## config.mk

```make
export PLATFORM = sky130hd
export DESIGN_NAME = read_control_fwft
export DESIGN_NICKNAME = d
export VERILOG_FILES = /design/src/rtl/sync_fifo_pkg.sv /design/src/rtl/read_control_fwft_out_buf.sv /design/src/rtl/read_control_fwft.sv
export SDC_FILE = /design/constraint.sdc
export NUM_CORES = 1
export LEC_CHECK = 0
export ABC_AREA = 1
export BUFFER_PORTS_ARGS = -buffer_cell sky130_fd_sc_hd__buf_2
export CORE_MARGIN = 1.5
export CORE_UTILIZATION = 30
export DETAILED_ROUTE_END_ITERATION = 12
export GPL_TIMING_DRIVEN = 0
export PLACE_DENSITY_LB_ADDON = 0.15
export SETUP_SLACK_MARGIN = 0.4
export SLEW_MARGIN = 20
export SYNTH_ARGS = -nofsm -noshare
export SYNTH_HDL_FRONTEND = slang
export SYNTH_SLANG_ARGS = --single-unit
```

## constraint.sdc

```tcl
create_clock -name clk -period 3.8 [get_ports clk]
set_input_delay 0.76 -clock clk [delete_from_list [all_inputs] [get_ports clk]]
set_output_delay 0.76 -clock clk [all_outputs]
set_load 0.01 [all_outputs]
```

## src/rtl/sync_fifo_pkg.sv

```systemverilog
// Pointer helpers shared by the FIFO read and write control blocks.
// Pointers carry a phase bit above the address so non-power-of-two depths wrap correctly.
`ifndef CFG_FIFO_DEPTH
`define CFG_FIFO_DEPTH 5
`endif
`ifndef CFG_DATA_WIDTH
`define CFG_DATA_WIDTH 8
`endif

package sync_fifo_pkg;

  localparam int PKG_DEPTH = `CFG_FIFO_DEPTH;
  localparam int PTR_AW    = $clog2(PKG_DEPTH);

  typedef logic [PTR_AW:0] ptr_t;
  typedef logic [PTR_AW:0] cnt_t;

  function automatic ptr_t ptr_next(input ptr_t ptr, input cnt_t depth);
    ptr_t nxt;
    if ({1'b0, ptr[PTR_AW-1:0]} == depth - cnt_t'(1))
      nxt = {~ptr[PTR_AW], {PTR_AW{1'b0}}};
    else
      nxt = ptr + ptr_t'(1);
    return nxt;
  endfunction

  // Words between rd and wr; a phase mismatch means wr has wrapped past rd.
  function automatic cnt_t ptr_occupancy(input ptr_t wr, input ptr_t rd, input cnt_t depth);
    cnt_t wa;
    cnt_t ra;
    cnt_t occ;
    wa = {1'b0, wr[PTR_AW-1:0]};
    ra = {1'b0, rd[PTR_AW-1:0]};
    if (wr[PTR_AW] == rd[PTR_AW])
      occ = wa - ra;
    else
      occ = depth - ra + wa;
    return occ;
  endfunction

endpackage

```

## src/rtl/read_control_fwft_out_buf.sv

```systemverilog
// Two-entry first-word-fall-through holding buffer: head is presented, tail queues behind it.
// Capture and pop in one cycle are both honoured; clear discards everything and wins.
module rd_out_buf #(
  parameter int DATA_WIDTH = 8
) (
  input  logic                  clk,
  input  logic                  reset_n,
  input  logic                  capture_i,
  input  logic [DATA_WIDTH-1:0] cap_data_i,
  input  logic                  pop_i,
  input  logic                  clear_i,
  output logic [DATA_WIDTH-1:0] head_o,
  output logic [1:0]            held_o,
  output logic                  valid_o
);

  logic [DATA_WIDTH-1:0] head_q, head_d;
  logic [DATA_WIDTH-1:0] tail_q, tail_d;
  logic [1:0]            held_q, held_d;

  always_comb begin
    head_d = head_q;
    tail_d = tail_q;
    held_d = held_q;
    if (clear_i) begin
      held_d = 2'd0;
    end else begin
      case ({capture_i, pop_i})
        2'b10: begin
          if (held_q == 2'd0) head_d = cap_data_i;
          else                tail_d = cap_data_i;
          held_d = held_q + 2'd1;
        end
        2'b01: begin
          head_d = tail_q;
          held_d = held_q - 2'd1;
        end
        2'b11: begin
          // Occupancy unchanged; the new word lands behind whatever remains.
          if (held_q == 2'd1) begin
            head_d = cap_data_i;
          end else begin
            head_d = tail_q;
            tail_d = cap_data_i;
          end
        end
        default: ;
      endcase
    end
  end

  always_ff @(posedge clk or negedge reset_n) begin
    if (!reset_n) begin
      head_q <= '0;
      tail_q <= '0;
      held_q <= 2'd0;
    end else begin
      head_q <= head_d;
      tail_q <= tail_d;
      held_q <= held_d;
    end
  end

  assign head_o  = head_q;
  assign held_o  = held_q;
  assign valid_o = (held_q != 2'd0);

endmodule

```

## src/rtl/read_control_fwft.sv

```systemverilog
// FIFO read control: read pointer, status, memory issue and FWFT output; 2-cycle issue-to-valid, one word/cycle.
// Issue stalls when buffer + in-flight reach 2 without a pop. Define FIFO_RD_FLUSH_EN for the rd_flush port.
`ifndef CFG_FIFO_DEPTH
`define CFG_FIFO_DEPTH 5
`endif
`ifndef CFG_DATA_WIDTH
`define CFG_DATA_WIDTH 8
`endif

module read_control_fwft
  import sync_fifo_pkg::*;
#(
  parameter int MEM_DEPTH  = `CFG_FIFO_DEPTH,
  parameter int DATA_WIDTH = `CFG_DATA_WIDTH,
  parameter int ADDR_WIDTH = $clog2(MEM_DEPTH),
  parameter int AE_THRESH  = 2
) (
  input  logic                  clk,
  input  logic                  reset_n,
  input  logic [ADDR_WIDTH:0]   wr_ptr,
  output logic                  mem_rd_en,
  output logic [ADDR_WIDTH-1:0] mem_rd_addr,
  input  logic [DATA_WIDTH-1:0] mem_rd_data,
  output logic [ADDR_WIDTH:0]   rd_ptr,
  output logic                  rd_valid,
  input  logic                  rd_ready,
  output logic [DATA_WIDTH-1:0] rd_data,
  output logic                  rd_empty,
  output logic                  rd_almost_empty,
  output logic [ADDR_WIDTH+1:0] rd_count
`ifdef FIFO_RD_FLUSH_EN
  ,
  input  logic                  rd_flush
`endif
);

  localparam int CW = ADDR_WIDTH + 2;

  ptr_t       rd_ptr_q, rd_ptr_d;
  logic       inflight_q;
  logic [1:0] held;
  logic [1:0] ob_cnt;
  cnt_t       mem_count;
  logic       mem_empty;
  logic       pop;
  logic       flush;

`ifdef FIFO_RD_FLUSH_EN
  assign flush = rd_flush;
`else
  assign flush = 1'b0;
`endif

  assign pop       = rd_valid & rd_ready;
  assign mem_empty = (rd_ptr_q == wr_ptr);
  assign ob_cnt    = held + {1'b0, inflight_q};
  // A same-cycle pop frees a slot, so issue can continue at full rate.
  assign mem_rd_en = reset_n & ~flush & ~mem_empty & ((ob_cnt < 2'd2) | pop);

  assign mem_count       = ptr_occupancy(wr_ptr, rd_ptr_q, cnt_t'(MEM_DEPTH));
  assign rd_count        = CW'(mem_count) + CW'(ob_cnt);
  assign rd_empty        = (rd_count == '0);
  assign rd_almost_empty = (rd_count <= CW'(AE_THRESH));
  assign rd_ptr          = rd_ptr_q;
  assign mem_rd_addr     = rd_ptr_q[ADDR_WIDTH-1:0];

  always_comb begin
    rd_ptr_d = rd_ptr_q;
    if (flush)
      rd_ptr_d = wr_ptr;
    else if (mem_rd_en)
      rd_ptr_d = ptr_next(rd_ptr_q, cnt_t'(MEM_DEPTH));
  end

  always_ff @(posedge clk or negedge reset_n) begin
    if (!reset_n) begin
      rd_ptr_q   <= '0;
      inflight_q <= 1'b0;
    end else begin
      rd_ptr_q   <= rd_ptr_d;
      inflight_q <= mem_rd_en;
    end
  end

  // Clear beats the capture of a word that was in flight when the flush hit.
  rd_out_buf #(
    .DATA_WIDTH(DATA_WIDTH)
  ) u_out_buf (
    .clk        (clk),
    .reset_n    (reset_n),
    .capture_i  (inflight_q),
    .cap_data_i (mem_rd_data),
    .pop_i      (pop),
    .clear_i    (flush),
    .head_o     (rd_data),
    .held_o     (held),
    .valid_o    (rd_valid)
  );

endmodule

```

# After elaboration in Yosys (flattened, before gate mapping)
# Cells that the tools add are included.
# W data, S select, Z words.
# word_totals
rom_bits,0
n_memories,0
ramBits,0
out_inout_bits,24
in_bits,15
elab_cells,48
ff_bits,23
latchBits,0
# classes
addsub,8
reduce_logical,8
magnitude_cmp,2
shifts,0
n_mux,9
bitwise,6
mul,0
eq_ne,10
div,0
# ops
cell,n
$mux W8,4
$pmux W8 S3,1
$pmux W8 S2,1
$mux W4,2
$reduce_bool A2 Y1,3
$add A4 B2 Y5,1
$le A5 B2 Y1 const B,1
$logic_not A5 Y1,1
$add A4 B1 Y4 const B,1
$add A4 B3 Y4,1
$eq A2 B1 Y1 const B,2
$eq A2 B2 Y1 const B,2
$eq A4 B4 Y1,1
$ne A2 B2 Y1 const B,2
$pmux W2 S2,1
$sub A3 B3 Y4,1
$sub A3 B3 Y4 const A,1
$and A1 B1 Y1,3
$eq A3 B3 Y1 const B,1
$reduce_and A3 Y1,1
$reduce_bool A3 Y1,1
$add A2 B1 Y2,1
$add A2 B1 Y2 const B,1
$logic_not A2 Y1,1
7 further kinds,8

# Logic depth before layout (Yosys ltp)
# Gate-level depths: netlist (run 1).
# depth
word_depth,5
mapped_depth,13
mapped_depth_nobuf,13

# Hierarchy
# Synthesis (run 1) repeated with hierarchy kept, for this count alone.
# unflattened
cells_unflattened,254
area_unflattened_um2,1833.0
# by_module_without_submodules
module,cells_per_inst,area_each_um2,instances
rd_out_buf,131,1007.2,1
read_control_fwft,123,825.8,1

# Worst setup path after synthesis (run 1)
# Ideal clock, no wire load.
# synth_timing
path_type,input to output
startpoint,in wr_ptr[1]
endpoint,out rd_almost_empty
required_ps,3040
slack_ps,431
t_arrival_ps,2609
cell_stages,12
path_cell_list,inv_1 -> ha_1 -> inv_1 -> ha_1 -> inv_1 -> o21ai_0 -> inv_1 -> fa_1 -> nand3b_2 -> nand2_2 -> nand3_2 -> nor2_1
# synth_between
elab_chain_cells,4
elab_cells_between_ends,5
cone_classes,3 x add/sub; 1 x order compare; 1 x mux
# synth_lines
item,line_no,text
from (decl),read_control_fwft.sv:20,"input logic [ADDR_WIDTH:0] wr_ptr,"
$add A4 B3 Y4 / $sub A3 B3 Y4 (equally long branches),"sync_fifo_pkg.sv:37, sync_fifo_pkg.sv:35",
$mux W4 *,sync_fifo_pkg.sv:34,if (wr[PTR_AW] == rd[PTR_AW])
$add A4 B2 Y5 *,read_control_fwft.sv:61,assign rd_count = CW'(mem_count) + CW'(ob_cnt);
$le A5 B2 Y1 *,read_control_fwft.sv:63,assign rd_almost_empty = (rd_count <= CW'(AE_THRESH));
to (decl),read_control_fwft.sv:29,"output logic rd_almost_empty,"
# Mark *: on every way between the ends. The rest lies on a longest branch, timed or not.

# Worst setup path after layout (run 1)
# layout_timing
startpoint,in wr_ptr[0]
endpoint,out rd_almost_empty
# Same word-level chain as after synthesis.

==> results of run 1 <==
-- cells in the final DEF (no fill, tap or decap), types with 5 or more instances in the layout --
cell type	instances
inv_1	43
nand3_1	6
nand2_4	5
nand2_1	51
ha_1	14
o21ai_0	14
o21ai_1	8
inv_2	9
dfrtp_1	23
buf_2	37
o22ai_1	8
buf_4	9
nand2_2	7
-- flip-flops by register name, summed over array words and instances (netlist names) --
| name | flops |
|---|---|
| rd_ptr | 4 |
| inflight_q | 1 |
| u_out_buf.head_o | 8 |
| u_out_buf.tail_q | 8 |
| u_out_buf.held_o | 2 |
-- cell usage after synthesis --
library cell / n
buf_4: 3
o211ai_2: 1
nor2_4: 1
or2_2: 1
xor2_1: 3
a21oi_2: 1
o21ai_2: 1
dfrtp_1: 23
nor2_1: 4
nand2_2: 8
o21ai_0: 15
nand3b_2: 1
or2_1: 1
o22ai_1: 8
fa_1: 3
nand2_4: 4
inv_2: 4
nor3_4: 1
nand3_1: 6
xnor2_1: 3
o21ai_1: 8
buf_2: 2
inv_1: 50
nand3_2: 2
ha_1: 17
a21oi_1: 2
o21a_1: 1
nand2_1: 51
nand3b_1: 1
-- per-stage QoR --
stage	hold slack, ns	cells
6_report	0.472	345
4_1_cts	0.496	343
3_3_place_gp	0.466	336
2_1_floorplan	0.453	226
3_5_place_dp	0.474	336
5_1_grt	0.514	345
-- kinds of logic after synthesis --
logic type | Yosys count
buffers and inverters | 59
AO/OA/AOI/OAI | 37
AND/OR/NAND/NOR | 81
flip-flops | 23
XOR/XNOR | 6
adder cells (fa/ha/maj) | 20
-- worst register-to-register path: cells and delay by family, from the launching register on --
family / cells / cell delay, ns
AOI/OAI and AO/OA: 3 / 0.54
adders and majority gates: 2 / 0.41
buffers and inverters: 3 / 0.20
DFF: 1 / 0.43
and+or+nand+nor: 3 / 0.29
-- how the worst min path moves through the flow --
stage,cells past startpoint,endpoint,from,slack [ns]
4_1_cts,1,u_out_buf.head_o[3],reset_n,0.50
6_report,1,u_out_buf.head_o[5],reset_n,0.47
5_1_grt,1,u_out_buf.head_o[5],reset_n,0.51
3_3_place_gp,2,u_out_buf.tail_q[4],u_out_buf.tail_q[4],0.47
2_1_floorplan,2,u_out_buf.tail_q[0],u_out_buf.tail_q[0],0.45
3_5_place_dp,2,u_out_buf.tail_q[4],u_out_buf.tail_q[4],0.47
-- what timing repair did --
action | 4_1_cts | 5_1_grt
gates resized for setup | 15 | 10
pin swaps | 6 | 10
endpoints found under the setup margin | 6 | 5
hold buffers | 0 | 0
buffers inserted | 3 | 2
-- metal layers --
metal | global-route usage (%) | up-vias | part of all wire (%)
li1 | - | 790 | -
met1 | 17.9 | 653 | 50
met2 | 20.5 | 26 | 46
met3 | 2.86 | 0 | 3.6
met4 | 2.28 | 0 | 0
met5 | 0 | - | 0
-- area by class of cell --
cell class / instances / area, um^2
Clock inverter: 1 / 7.51
Tap cell: 72 / 90.1
Clock buffer: 3 / 41.3
Sequential cell: 23 / 576
Fill cell: 601 / 3360
Multi-Input combinational cell: 144 / 1010
Buffer: 5 / 32.5
Timing Repair Buffer: 43 / 246
Inverter: 54 / 208
-- power groups by stage --
stage,sequential (uW),combinational [uW],clock [uW]
6_report,459,1550,157
5_1_grt,476,1770,171
4_1_cts,460,1470,164
3_5_place_dp,462,1380,0
3_3_place_gp,457,1370,0
2_1_floorplan,466,976,0
==> results.md, run 1 <==
- Status: finished clean
- Crit path cell chain: buf_8 > inv_4 > ha_4 > inv_4 > fa_1 > nand2_1 > o21ai_2 > inv_2 > fa_2 > nand3b_4 > nand2_2 > nand3_2 > nor2_2 > buf_2
- Post-Route Skew: 0.00224 ns
- CTS tree: built
- Sequential share of power: about a fifth
- Total track usage: between 10% and 20%
- Core ar.: between 5000 and 6000 um^2
- Synthesized-area fraction occupied by adder cells: approximately 16%
- Post-Syn Nets: 261
- GRT overflow: 0
- WP depth: 14
- Slowest cell delay on critical path: about 0.48 ns
- Crit. End Element: output pin
- Worst R2R End: u_out_buf.head_o[4]
- Row cnt: 27
- Comb pwr share: 71.6%
- Final Util: 39.8%
- Largest net degree at the start of global routing: 25
- Largest family of logic cells by synthesized area: simple AND/OR/NAND/NOR gates
- Setup violators final: 0
- WL per Instance: 11.0 um
- Crit Reg-Reg Startpoint: u_out_buf.held_o[0]
- Die ar.: between 6000 and 7000 um^2
- Worst Path Class, Setup: in2out
- Clock Path Buffers: 2
- PwrDens: 978 nW/um^2
- Simple-gate share of the synthesized area: 23.3%
- Final slew viol count: 0
- Drt pass-1 iters: 4
- RSZ-0062 raised after global routing: true
- Worst setup margin: 0.368 ns
- Synth-to-layout area growth: 26.0%
- Post-DP Area: 2040 um^2
- Post-Synth XOR/XNOR Area: ~3%
- Post-DRT Antenna Nets: 0
- Vias in the first global route: 1417
- Remaining DRCs: 0
- Die Width: 79.6 um
- Sw frac: 48.8%
- Worst reg2reg path depth: 11
- Peak VDD IR: about 290 uV
- RePlAce Congestion: 0.769
- Distinct cells, synth: 29
- Hpwl dp: 2.93 mm
- Post-synthesis mux area share: 0%
- Slew @ Worst Pin: 0.558 ns
- H-tree levels: 1
- Fmax: 0.291 GHz
- Cell area after synthesis: 1760 um^2
- Bufs and invs on worst path: 5
- Crit path from: wr_ptr[0]
- Vias: 1469
- Leak pwr: around 0.0012 uW
- WL final: 3.78 mm
- Worst hold path type: in2async
- Ports: 39
- Vias per cell: between 4 and 5
- # clock sinks: 23
- Share of the cycle needed by the critical path after routing: 90.3%
- Rel. slew slack: between 60% and 70%
- Initial core utilization: 31.6%
- DRT iter0 DRCs: 81
- R2R Setup Slk: 1.82 ns
- Num CTS Buffers: 3
- Post-layout instance area: around 2200 um^2
- Net Sw Power: 1060 uW
- Worst-path clk slew: 0.08 ns
- Max-Cap Viols: 0
- TNS Setup: 0 ns
- Final #Nets: 309
- Main area contributors after synthesis: dfrtp_1 (33%), ha_1 (12%), nand2_1 (11%), inv_1 (11%), o21ai_0 (4.3%)
- Synth warn: 0
- Seq/Total Area, Yosys: 32.7%
- Worst skew pair latency: 0.27 ns
- First-pass GRT wire length: 6.47 mm
- Initial antenna violation count: 0
- Startpoint types: input pin
- Critical Path Sink: rd_almost_empty
- Clk Tree Root Cell: clkbuf_8
- Leading area contributor after synthesis: dfrtp_1
- Slowest CP cell: fa_1
- Share of cells above drive strength 1: 33.7%
- Int Pwr: roughly 1100 uW
- Clock power share: 7.3%
- Minimum clock period: 3.43 ns
- Post-Synthesis Cells: 226
- Most used cell, CP: inv_4
- CP arrival: 2.67 ns
- Ant diodes: 0
- Syn_area_per_cell: 7.78 um^2
- DP Worst Slack: about 0.056 ns
- Post-synthesis compound-gate area fraction: 12.1%
- Port Buffers: 38
- CP required: 3.04 ns
- Flops & latches, synth: 23
- CP max FO: 2
- Top-area cell type share of the netlist area: roughly 33%
- Total Power: 2170 uW
- Final hold violation count: 0
- Die H: 79.6 um
- CP top delay family: adder cells
No activity file was read; power rests on OpenSTA's default activity.
==> run 2: changes to the inputs <==
SYNTH_HIERARCHICAL = 1   (was default)
==> run 2 against run 1 <==
  * Clock-buffer cell count did not move
  * Total power is 7.7% lower
  * Synthesized cell count is 12% higher
  * Critical endpoint unchanged
  * Critical path depth did not move
  * Fmax grew 0.29%
  * Register-to-register slack better by 0.23 ns
  * Largest cell class unchanged
  * Highest routed layer is now met4
  * Largest power group unchanged
  * Sequential power fell by 2%
  * Non-clock buffer count down 4
==> results.md, run 2 <==
- Comb pwr share: 70.2% (was 71.6%)
- Post-Synthesis Cells: 254 (was 226)
- Hpwl dp: 3.12 mm (was 2.93 mm)
- Flops & latches, synth: 23 (unchanged)
- Post-Route Skew: 0.00114 ns (was 0.00224 ns)
- Largest net degree at the start of global routing: 25 (unchanged)
- Port Buffers: 38 (unchanged)
- Cell area after synthesis: 1830 um^2 (was 1760 um^2)
- Post-DRT Antenna Nets: 0 (unchanged)
- Clk Tree Root Cell: clkbuf_8 (unchanged)
- Placed Cells: 369 (was 336)
- DRT iter0 DRCs: 75 (was 81)
- Clock Path Buffers: 2 (unchanged)
- GRT overflow: 0 (unchanged)
- CP max FO: 2 (unchanged)
- Peak VDD IR: 297 uV (was 287 uV)
- Leak pwr: 0.00131 uW (was 0.00122 uW)
- Worst reg2reg path depth: 8 (was 11)
- Slew @ Worst Pin: 0.534 ns (was 0.558 ns)
- Most frequent cells after synthesis: nand2_1 (79), inv_1 (46), nand3_1 (39), dfrtp_1 (23), ha_1 (14) (was nand2_1 (51), inv_1 (50), dfrtp_1 (23), ha_1 (17), o21ai_0 (15))
- Hold_buf cts: 0 (unchanged)
- Int Pwr: 1010 uW (was 1110 uW)
- RePlAce Congestion: 0.731 (was 0.769)
- Synth warn: 6 (was 0)
- Top-area cell type share of the netlist area: 31.4% (was 32.7%)
- Vias: 1642 (was 1469)
- Crit path from: wr_ptr[0] (unchanged)
- Worst Path Class, Setup: in2out (unchanged)
- Register area: 576 um^2 (unchanged)
- Leading area contributor after synthesis: dfrtp_1 (unchanged)
- Die ar.: 6590 um^2 (was 6330 um^2)
- Clock power share: 7.4% (was 7.3%)
- Setup violators final: 0 (unchanged)
- WL final: 4.05 mm (was 3.78 mm)
- Core ar.: 5920 um^2 (was 5570 um^2)
- Max-Cap Viols: 0 (unchanged)
- EDFF count, synth: 0 (unchanged)
- Top-count cell post-synth: nand2_1 (unchanged)
- Initial antenna violation count: 0 (unchanged)
- Worst skew pair latency: 0.26 ns (was 0.27 ns)
- Final #Nets: 333 (was 309)
- Min Hold Slack: 0.469 ns (was 0.472 ns)
- Die H: 81.2 um (was 79.6 um)
- Sw frac: 49.7% (was 48.8%)
- Share of the cycle needed by the critical path after routing: 90.1% (was 90.3%)
- Most used cell, CP: inv_2 (was inv_4)
- Slowest CP cell: fa_1 (unchanged)
- Sequential share of power: 22.4% (was 21.2%)
- Crit path cell chain: buf_8 > inv_4 > ha_4 > inv_2 > fa_1 > nand2_2 > o21ai_4 > inv_2 > fa_2 > nand3b_4 > nand2_4 > nand3_4 > nor2_2 > buf_2 (was buf_8 > inv_4 > ha_4 > inv_4 > fa_1 > nand2_1 > o21ai_2 > inv_2 > fa_2 > nand3b_4 > nand2_2 > nand3_2 > nor2_2 > buf_2)
- Minimum clock period: 3.42 ns (was 3.43 ns)
- Worst-path clk slew: 0.08 ns (about the same)
- Final hold violation count: 0 (unchanged)
- Vias per cell: 4.38 (was 4.26)
- CP arrival: 2.66 ns (was 2.67 ns)
- First-pass GRT wire length: 6.96 mm (was 6.47 mm)
- Num CTS Buffers: 3 (unchanged)
- Area occupied by multi-input gates: 1140 um^2 (was 1010 um^2)
- Synth-to-layout area growth: 24.8% (was 26.0%)
- Vias in the first global route: 1539 (was 1417)
- Distinct cells, synth: 29 (unchanged)
- CTS tree: built (unchanged)
- Commonest non-fill, non-tap cell in the layout: nand2_1 (unchanged)
- Async SR Flop Fraction: 100% (unchanged)
- Most frequent cells in the layout: nand2_1 (76), inv_1 (39), nand3_1 (39), buf_2 (36), dfrtp_1 (23) (was nand2_1 (51), inv_1 (43), buf_2 (37), dfrtp_1 (23))
- Initial core utilization: 31.0% (was 31.6%)
- RSZ-0062 raised after global routing: true (unchanged)
- Status: finished clean (unchanged)
- H-tree levels: 1 (unchanged)
- Net Sw Power: 993 uW (was 1060 uW)
- Rel. slew slack: 64.4% (was 62.8%)
- PwrDens: 874 nW/um^2 (was 978 nW/um^2)
- Main area contributors after synthesis: dfrtp_1 (31%), nand2_1 (16%), nand3_1 (11%), ha_1 (9.6%), inv_1 (9.4%) (was dfrtp_1 (33%), ha_1 (12%), nand2_1 (11%), inv_1 (11%), o21ai_0 (4.3%))
- Die Width: 81.2 um (was 79.6 um)
- WL per Instance: 10.8 um (was 11.0 um)
- Final slew viol count: 0 (unchanged)
- Seq/Total Area, Yosys: 31.4% (was 32.7%)
- CP required: 3.04 ns (about the same)
- Syn_area_per_cell: 7.22 um^2 (was 7.78 um^2)
- Total track usage: 13.6% (was 12.9%)
- Post-route insts no fill: 375 (was 345)
- Share of cells above drive strength 1: 29.0% (was 33.7%)
- Remaining DRCs: 0 (unchanged)
- # clock sinks: 23 (unchanged)
- Crit. End Element: output pin (unchanged)
- Most used flip-flop cell after synthesis: dfrtp_1 (unchanged)
- Fmax: 0.292 GHz (was 0.291 GHz)
- TNS Setup: 0 ns (unchanged)
- Startpoint types: input pin (unchanged)
- Slowest cell delay on critical path: 0.49 ns (was 0.48 ns)
- Worst hold path type: in2async (unchanged)
- Drt pass-1 iters: 5 (was 4)
- Ant diodes: 0 (unchanged)
- Fill cells: 648 (was 601)
- Crit Reg-Reg Startpoint: u_out_buf/held_o[0] (was u_out_buf.held_o[0])
- Row cnt: 28 (was 27)
- Ports: 39 (unchanged)
[run 2: changes by cell type after synthesis, moves of 3 or more]
cell,change
nand3_1,+33
nand2_1,+28
o21ai_0,-10
o22ai_1,-8
o21ai_1,-7
inv_1,-4
ha_1,-3
[run 2: critical path, delay by kind of cell]
kind,cells,cell delay [ns]
adders and majority gates,3,0.96
AOI/OAI and AO/OA,1,0.07
and+or+nand+nor,5,0.50
buffers and inverters,5,0.37
[run 2: path summary, 6_finish.rpt]
path | slack (ns) | end
setup / recovery | 0.38 | rd_almost_empty
setup reg to reg | 2.05 | rd_ptr[2]
hold / removal | 0.47 | u_out_buf/head_o[2]
hold reg to reg | 0.48 | u_out_buf/tail_q[3]
max in group asynchronous | 2.97 | inflight_q
min in group clk | 0.48 | u_out_buf/tail_q[3]
[run 2: cell families after synthesis]
group	Yosys count	synth area share, %
xor gates and xnor gates	4	1.91
other	1	0.205
and+or+nand+nor	147	39.0
adders and majority gates	17	12.8
AOI/OAI and AO/OA	10	2.93
DFF	23	31.4
buffers and inverters	52	11.7
[run 2: layout make-up]
type                    instances  share of cell area [%]
repair buffers                 40                    9.52
multi-input cells             181                    49.7
inverters                      48                    7.99
clock inverters                 1                   0.219
well taps                      75                    4.10
plain buffers                   4                    1.48
flip-flops and latches         23                    25.2
clock buffers                   3                    1.81
[run 2: timing repair]
item,in CTS,in global routing
setup buffers,2,0
pin swaps,6,8
gates resized for setup,15,12
endpoints found under the setup margin,6,4
[run 2: stage by stage]
step	total power (uW)	utilization (%)	cell area (um^2)	worst slack, ns
global placement	1700	35.9	2120	0.0429
floorplan	1340	-	1840	0.421
global route	2240	38.6	2290	0.231
detailed placement	1720	35.9	2120	0.0333
finish	2000	38.6	2290	0.378
CTS	1940	37.8	2240	0.336
[run 2: layer usage]
layer  share of wire, %  wire, um  GRT usage [%]
met5                  0         0              0
met2                 47      1910           22.8
met1                 49      2000           18.4
met3                2.8       115           2.58
met4               0.62        25           2.24
[run 2: power groups by stage]
stage	clock [uW]	sequential (uW)	combinational (uW)
after floorplan	0	459	879
after global placement	0	450	1250
after detailed placement	0	453	1270
after CTS	159	452	1330
after global routing	168	468	1610
final	148	448	1400
